<file path="config.mk">
export PLATFORM = sky130hd
export DESIGN_NAME = bin_to_bcd_serial
export DESIGN_NICKNAME = d
export VERILOG_FILES = /design/src/rtl/bin_to_bcd_serial.sv
export SDC_FILE = /design/constraint.sdc
export NUM_CORES = 1
export LEC_CHECK = 0
export CORE_ASPECT_RATIO = 1.4
export CORE_MARGIN = 3
export CORE_UTILIZATION = 35
export CTS_BUF_LIST = sky130_fd_sc_hd__clkbuf_2
export DETAILED_ROUTE_END_ITERATION = 10
export SKIP_LAST_GASP = 1
export SLEW_MARGIN = 20
export SYNTH_ARGS = -nofsm -noshare
export SYNTH_HDL_FRONTEND = slang
export SYNTH_SLANG_ARGS = --single-unit
</file>
<file path="constraint.sdc">
create_clock -name i_clk -period 3.8 [get_ports i_clk]
set_input_delay 0.57 -clock i_clk [delete_from_list [all_inputs] [get_ports i_clk]]
set_output_delay 0.57 -clock i_clk [all_outputs]
set_load 0.005 [all_outputs]
</file>
<file path="src/rtl/bin_to_bcd_serial.sv">
// ---------------------------------------------------------------------------
// bin_to_bcd_serial
//
// Sequential double-dabble (shift-add-3) converter. It turns an unsigned
// binary value into packed BCD digits for the seven-segment display driver.
// Each clock performs one shift iteration. The displayed value changes only
// when a conversion completes.
//
// Handshake: i_Start is sampled on a rising edge of i_clk. It is accepted
// only when the converter is idle (o_Busy=0). The o_Done cycle counts as
// idle, so back-to-back starts are legal. i_Data is captured on the
// accepting edge only. A start seen while busy is ignored. o_Busy is high
// from the accepting edge until the completion edge. On the completion edge
// o_BCD is loaded and o_Done pulses high for exactly one cycle.
//
// Parameters:
//   WIDTH   - bit width of i_Data
//   DIGITS  - number of BCD digits; 10**DIGITS must exceed 2**WIDTH-1
//
// Ports:
//   i_clk    - system clock, rising edge
//   i_Reset  - asynchronous active-low reset
//   i_Start  - conversion request
//   i_Data   - unsigned binary value to convert
//   o_Busy   - conversion in progress
//   o_Done   - one-cycle pulse when o_BCD has just been updated
//   o_BCD    - packed BCD result; most significant digit in the top nibble
//   o_State  - current FSM state (0 = IDLE, 1 = SHIFT), for observation
// ---------------------------------------------------------------------------
module bin_to_bcd_serial #(
    parameter int WIDTH  = 8,
    parameter int DIGITS = 3
) (
    input  logic                  i_clk,
    input  logic                  i_Reset,
    input  logic                  i_Start,
    input  logic [WIDTH-1:0]      i_Data,
    output logic                  o_Busy,
    output logic                  o_Done,
    output logic [4*DIGITS-1:0]   o_BCD,
    output logic [0:0]            o_State
);

    localparam int CW = $clog2(WIDTH + 1);

    function automatic longint unsigned pow10(input int n);
        longint unsigned r;
        r = 1;
        for (int i = 0; i < n; i++) begin
            r = r * 10;
        end
        return r;
    endfunction

    localparam longint unsigned MAX_BIN = (64'd1 << WIDTH) - 64'd1;

    // Refuse to elaborate if the digit count cannot hold the largest input.
    if (pow10(DIGITS) <= MAX_BIN) begin : g_digits_too_few
        $error("bin_to_bcd_serial: DIGITS too small for WIDTH");
    end

    typedef enum logic [0:0] {
        IDLE  = 1'b0,
        SHIFT = 1'b1
    } state_t;

    state_t                state;
    logic [WIDTH-1:0]      shreg;
    logic [4*DIGITS-1:0]   scratch;
    logic [CW-1:0]         cnt;

    logic [4*DIGITS-1:0]   adj;
    logic [4*DIGITS-1:0]   next_scratch;
    logic [WIDTH-1:0]      next_shreg;

    // Add-3 correction on every digit that is 5 or more, all digits in
    // parallel. Each digit uses its own 4-bit add with no carry between
    // digits. The correction is followed by one left shift of
    // {scratch, shreg}.
    always_comb begin
        adj = scratch;
        for (int d = 0; d < DIGITS; d++) begin
            if (scratch[4*d +: 4] >= 4'd5) begin
                adj[4*d +: 4] = scratch[4*d +: 4] + 4'd3;
            end
        end
        next_scratch = {adj[4*DIGITS-2:0], shreg[WIDTH-1]};
        next_shreg   = {shreg[WIDTH-2:0], 1'b0};
    end

    always_ff @(posedge i_clk or negedge i_Reset) begin
        if (!i_Reset) begin
            state   <= IDLE;
            shreg   <= '0;
            scratch <= '0;
            cnt     <= '0;
            o_Busy  <= 1'b0;
            o_Done  <= 1'b0;
            o_BCD   <= '0;
        end else begin
            // o_Done is a single-cycle pulse, so it is cleared by default.
            o_Done <= 1'b0;
            case (state)
                IDLE: begin
                    o_Busy <= 1'b0;
                    if (i_Start) begin
                        shreg   <= i_Data;
                        scratch <= '0;
                        cnt     <= CW'(WIDTH);
                        o_Busy  <= 1'b1;
                        state   <= SHIFT;
                    end
                end
                SHIFT: begin
                    scratch <= next_scratch;
                    shreg   <= next_shreg;
                    cnt     <= cnt - CW'(1);
                    // The last iteration publishes the post-shift scratch
                    // directly, so o_BCD never shows a partial value.
                    if (cnt == CW'(1)) begin
                        o_BCD  <= next_scratch;
                        o_Done <= 1'b1;
                        o_Busy <= 1'b0;
                        state  <= IDLE;
                    end
                end
                default: begin
                    o_Busy <= 1'b0;
                    state  <= IDLE;
                end
            endcase
        end
    end

    assign o_State = state;

endmodule

</file>
==> results of run 1 <==
==> area by class of cell <==
type | count | area [um^2]
clock inverter | 1 | 30.0
fill | 535 | 2950
inverter | 9 | 33.8
clock buffer | 6 | 30.0
multi-input combinational | 120 | 837
sequential | 39 | 976
timing repair buffer | 27 | 260
tap | 66 | 82.6
==> placed cells by master, fill, tap and decap left out, drive strengths merged <==
cell and n:
mux2 5, clkdlybuf4s50 24, mux2i 17, a31oi 1, nand2b 12, a32o 1, a21o 5, clkbuf 6
nand3 1, nand2 21, a21oi 8, inv 9, o21ai 17, o31ai 2, dfrtp 39, xnor2 4
nor3b 5, nor3 5, bufinv 1, nor2 7, ha 8, buf 3, xor2 1
==> state kept, by name, summed over array words and instances (netlist names) <==
name,count
scratch,12
o_State,1
o_BCD,12
cnt,4
o_Busy,1
shreg,8
o_Done,1
==> Yosys cell counts, drive strengths merged (2+ instances only) <==
cell and count:
nand2b 12, nor3b 5, a21o 5, nand2 21, mux2 5, clkbuf 2, buf 7, nor2 7
mux2i 17, dfrtp 39, ha 8, nor3 5, xnor2 4, a21oi 8, inv 9, o31ai 2
o21ai 17
==> cell families (layout without fill, tap and decap cells) <==
family,after synthesis,in the layout,synth area share
compound gates,34,34,0.107
fa+ha+maj,8,8,0.0529
simple gates,51,51,0.134
xor+xnor,5,5,0.0231
flops,39,39,0.516
buf+inv,18,43,0.0423
mux,22,22,0.126
==> worst paths after layout <==
check	startpoint	slack (ps)	depth (start not counted)	end
min in group i_clk	shreg[1]$_DFFE_PN0P_	480	2	shreg[2]$_DFFE_PN0P_
max in group asynchronous	i_Reset	2990	1	cnt[0]$_DFFE_PN0P_
setup reg to reg	o_State$_DFF_PN0_	1970	4	o_BCD[2]$_DFFE_PN0P_
setup / recovery	o_Busy$_DFFE_PN0P_	1920	1	o_Busy
hold / removal	i_Reset	250	1	o_BCD[11]$_DFFE_PN0P_
hold reg to reg	shreg[1]$_DFFE_PN0P_	480	2	shreg[2]$_DFFE_PN0P_
==> per-stage QoR <==
step                worst slack, ps  utilization  cells  power [mW]
CTS                            1880        0.433    268        1.85
floorplan                      2320            -    177        1.32
global placement               1820        0.421    261        1.59
global route                   1800        0.433    268        1.98
finish                         1920        0.433    268        1.82
detailed placement             1810        0.421    261        1.60
==> where the power goes <==
part	leakage (nW)	switching, mW	internal (mW)	total (mW)
clock network	0.0391	0.132	0.111	0.243
registers	0.492	0.134	0.600	0.734
logic	0.536	0.390	0.449	0.839
total	1.07	0.656	1.16	1.82
==> routing by layer <==
layer | track usage | up-vias | routed length (um)
met3 | 0.0337 | 7 | 129
met2 | 0.171 | 28 | 1520
met1 | 0.159 | 598 | 1610
met4 | 0.0547 | 0 | 97
li1 | - | 644 | -
met5 | 0 | - | 0
==> metrics, run 1 <==
status=finished clean; die width=68.2 um; clock sinks=39; Die Ht=93.0 um; share of layout cells above drive strength 1=0.0990; All-Layer GR Usage=0.118; die footprint=6340 um^2; DRC Markers=0; crit start category=flop; DP HPWL=2.35 mm; CORE AREA=5200 um^2; worst-margin pin slew=846 ps; synthesized area per cell=10.7 um^2; H-tree depth=2; number of port buffers=25; Peak VDD IR=0.000301 V; Post-synth EDFFs=0; Peak Freq=533 MHz; FF+latch count, synth=39; CTS root buf=clkbuf_2; largest net degree at the start of global routing=43; postcts setup bufs=0; Max clock buf depth=2; DP Area=2190 um^2; Tcrit/Tclk final=0.494; # resized after CTS=0; slew margin rel.=0.436; Cell Pwr Density=807 nW/um^2; mapped cell area=1890 um^2; worst skew pair latency=390 ps; clock slew at reported path FFs=190 ps; initial DRC count=46; row count=31; final setup vio count=0; syn nets=196; Arr. time, crit path=1310 ps; Async SR Flop Fraction=1.00; Layout area overhead=18.8%; n_diodes=0; Synth top area share=0.516; critical-path cell list=clkdlybuf4s50_1; Hold Slack=253 ps; Slew Viols, Final=0; Synth area leader=dfrtp_1; TritonCTS Buffers=5; total gr overflow=0; via count=1277; top_reg_cell synth=dfrtp_1; Critical Path Fanout Max=2; CTS Hold Bufs=0; nets=221; gp weighted congestion=0.752; final hold vios=0; Synth area leaders=dfrtp_1, mux2i_1, ha_1, o21ai_0, nand2_1; Setup CP Type=reg2out; Seq/Total Area, Yosys=0.516; Via density=4.76; vias in the first global route=1184; total wire length=3.36 mm; worst-case clock skew=24.2 ps; Critical-path top delay cell=clkdlybuf4s50_1; Final ANT Viol Nets=0; initial antenna violation count=0; Crit path max-delay family=buffers and inverters; first-pass GRT wire length=5.56 mm; Leak=1.07 nW; crit path buf inv count=1; setup tns final=0 ps; cell count after synthesis=177; yosys warns=0; Initial Util=0.364; Hold Path Class=in2async; CP peak stage delay=510 ps; TritonCTS clock tree=built; Req. time, crit path=3230 ps; crit end category=output port; Max Cap Violations=0; min Tclk post-route=1880 ps; Routed WL per cell=12.5 um; drt pass-1 iters=4; RSZ-0062 raised after global routing=false; # IOs=26; Synth cell types=27; final instance area=2250 um^2
Power figures use the tool's default switching activity.
==> run 2: changes to the inputs <==
clock period = 1.9 ns   (was 3.8 ns; I/O delays follow)
==> metrics, run 2 (same netlist as run 1, synthesis figures left out) <==
total wire length=3.41 mm (was 3.36 mm); nets=227 (was 221); crit end category=output port (unchanged); P_sw=1.30 mW (was 0.656 mW); flop2flop setup slack=290 ps (was 1970 ps); gp weighted congestion=0.768 (was 0.752); drt pass-1 iters=4 (unchanged); n_diodes=0 (unchanged); Arr. time, crit path=1350 ps (was 1310 ps); Multi-input gate area=837 um^2 (unchanged); final setup vio count=0 (unchanged); Sw Ratio=0.370 (was 0.361); # IOs=26 (unchanged); Max clock buf depth=2 (unchanged); DP HPWL=2.41 mm (was 2.35 mm); final hold vios=0 (unchanged); setup tns final=0 ps (unchanged); Critical-path top delay cell=clkdlybuf4s50_1 (unchanged); CTS root buf=clkbuf_2 (unchanged); initial DRC count=33 (was 46); largest net degree at the start of global routing=37 (was 43); Peak VDD IR=0.000643 V (was 0.000301 V); critical-path cell list=clkdlybuf4s50_1 (unchanged); Routed WL per cell=12.4 um (was 12.5 um); worst-case clock skew=21.8 ps (was 24.2 ps); Fill cells=516 (was 535); Final ANT Viol Nets=0 (unchanged); number of port buffers=25 (unchanged); Setup CP Type=reg2out (unchanged); row count=31 (unchanged); die width=68.2 um (unchanged); crit start category=flop (unchanged); status=finished clean (unchanged); DRC Markers=0 (unchanged); Via density=4.73 (was 4.76); Initial Util=0.364 (unchanged); RR Startpoint=scratch[8]$_DFFE_PN0P_ (was o_State$_DFF_PN0_); via count=1301 (was 1277); largest registers=o_BCD x12, scratch x12, shreg x8 (unchanged); worst skew pair latency=390 ps (about the same); worst flop-to-flop path endpoint=o_BCD[10]$_DFFE_PN0P_ (was o_BCD[2]$_DFFE_PN0P_); Layout area overhead=20.3% (was 18.8%); Req. time, crit path=1620 ps (was 3230 ps); CORE AREA=5200 um^2 (unchanged); Peak Freq=613 MHz; Die Ht=93.0 um (unchanged); TritonCTS clock tree=built (unchanged); die footprint=6340 um^2 (unchanged); commonest non-fill, non-tap cell in the layout=dfrtp_1 (unchanged); Reg area=976 um^2 (unchanged); TritonCTS Buffers=5 (unchanged); Critical Path Fanout Max=4 (was 2); worst-margin pin slew=371 ps (was 846 ps); first-pass GRT wire length=5.91 mm (was 5.56 mm); reg2reg path depth=6 (was 4); H-tree depth=2 (unchanged); vias in the first global route=1318 (was 1184); Max Cap Violations=0 (unchanged); Cell Pwr Density=1550 nW/um^2 (was 807 nW/um^2); Hold Path Class=in2async (unchanged); Slew Viols, Final=0 (unchanged); Clk network pwr share=0.105 (was 0.134); Internal Pwr Total=2.22 mW (was 1.16 mW); slew margin rel.=0.753 (was 0.436); clock sinks=39 (unchanged); initial antenna violation count=0 (unchanged); combinational fraction of design power=0.480 (was 0.462); RSZ-0062 raised after global routing=false (unchanged); crit path buf inv count=1 (unchanged); DP Area=2230 um^2 (was 2190 um^2); CP peak stage delay=520 ps (was 510 ps); clock slew at reported path FFs=210 ps (was 190 ps); commonest non-fill, non-tap cells in the layout=dfrtp_1, clkdlybuf4s50_1, nand2_1, o21ai_0, mux2i_1 (unchanged); total gr overflow=0 (unchanged); part of the power in registers=0.415 (was 0.404); share of layout cells above drive strength 1=0.124 (was 0.0990); min Tclk post-route=1630 ps; Crit path max-delay family=buffers and inverters (unchanged); All-Layer GR Usage=0.125 (was 0.118); Leak=1.09 nW (was 1.07 nW); Tcrit/Tclk final=0.858; final instance area=2280 um^2 (was 2250 um^2)
[run 2: power groups by stage]
stage	logic, mW	registers, mW	clock network (mW)
2_1_floorplan	1.20	1.44	0
3_3_place_gp	1.69	1.48	0
3_5_place_dp	1.72	1.48	0
4_1_cts	1.73	1.47	0.391
5_1_grt	1.95	1.52	0.422
6_report	1.69	1.46	0.370
[run 2: cell type report]
class                           count  share of cell area
Sequential cell                    39               0.429
Multi-Input combinational cell    120               0.368
Timing Repair Buffer               33               0.135
Tap cell                           66              0.0363
Clock buffer                        7              0.0154
Inverter                            9              0.0148
Clock inverter                      1             0.00220
[run 2: worst max-delay path by stage]
stage | cells past startpoint | startpoint | end | slack (ps)
6_report | 1 | o_State$_DFF_PN0_ | o_State | 270
5_1_grt | 6 | scratch[8]$_DFFE_PN0P_ | o_BCD[10]$_DFFE_PN0P_ | 60
4_1_cts | 1 | o_State$_DFF_PN0_ | o_State | 210
3_5_place_dp | 6 | scratch[8]$_DFFE_PN0P_ | o_BCD[10]$_DFFE_PN0P_ | 300
3_3_place_gp | 6 | scratch[8]$_DFFE_PN0P_ | o_BCD[10]$_DFFE_PN0P_ | 330
2_1_floorplan | 6 | scratch[8]$_DFFE_PN0P_ | o_BCD[10]$_DFFE_PN0P_ | 420
[run 2: layer usage]
layer  vias to the layer above  global-route usage  wire, um
met5                         -                   0         0
met4                         0              0.0580        79
met3                         6              0.0325       108
met2                        23               0.198      1580
met1                       615               0.155      1640
li1                        657                   -         -
[run 2: repair_timing]
action / in CTS / in global routing
resized for setup: 0 / 0
buffers inserted: 0 / 0
hold buffers: 1 / 0
endpoints found under the hold margin: 14 / 0
[run 2: metrics by stage]
step | hold WS [ps] | power [mW] | std cells | util | worst slack [ps]
2_1_floorplan | -10.6 | 2.64 | 177 | - | 421
3_3_place_gp | 229 | 3.17 | 266 | 0.429 | 329
3_5_place_dp | 226 | 3.21 | 266 | 0.429 | 302
4_1_cts | 301 | 3.59 | 275 | 0.438 | 211
5_1_grt | 304 | 3.89 | 275 | 0.438 | 64.0
6_report | 299 | 3.52 | 275 | 0.438 | 270
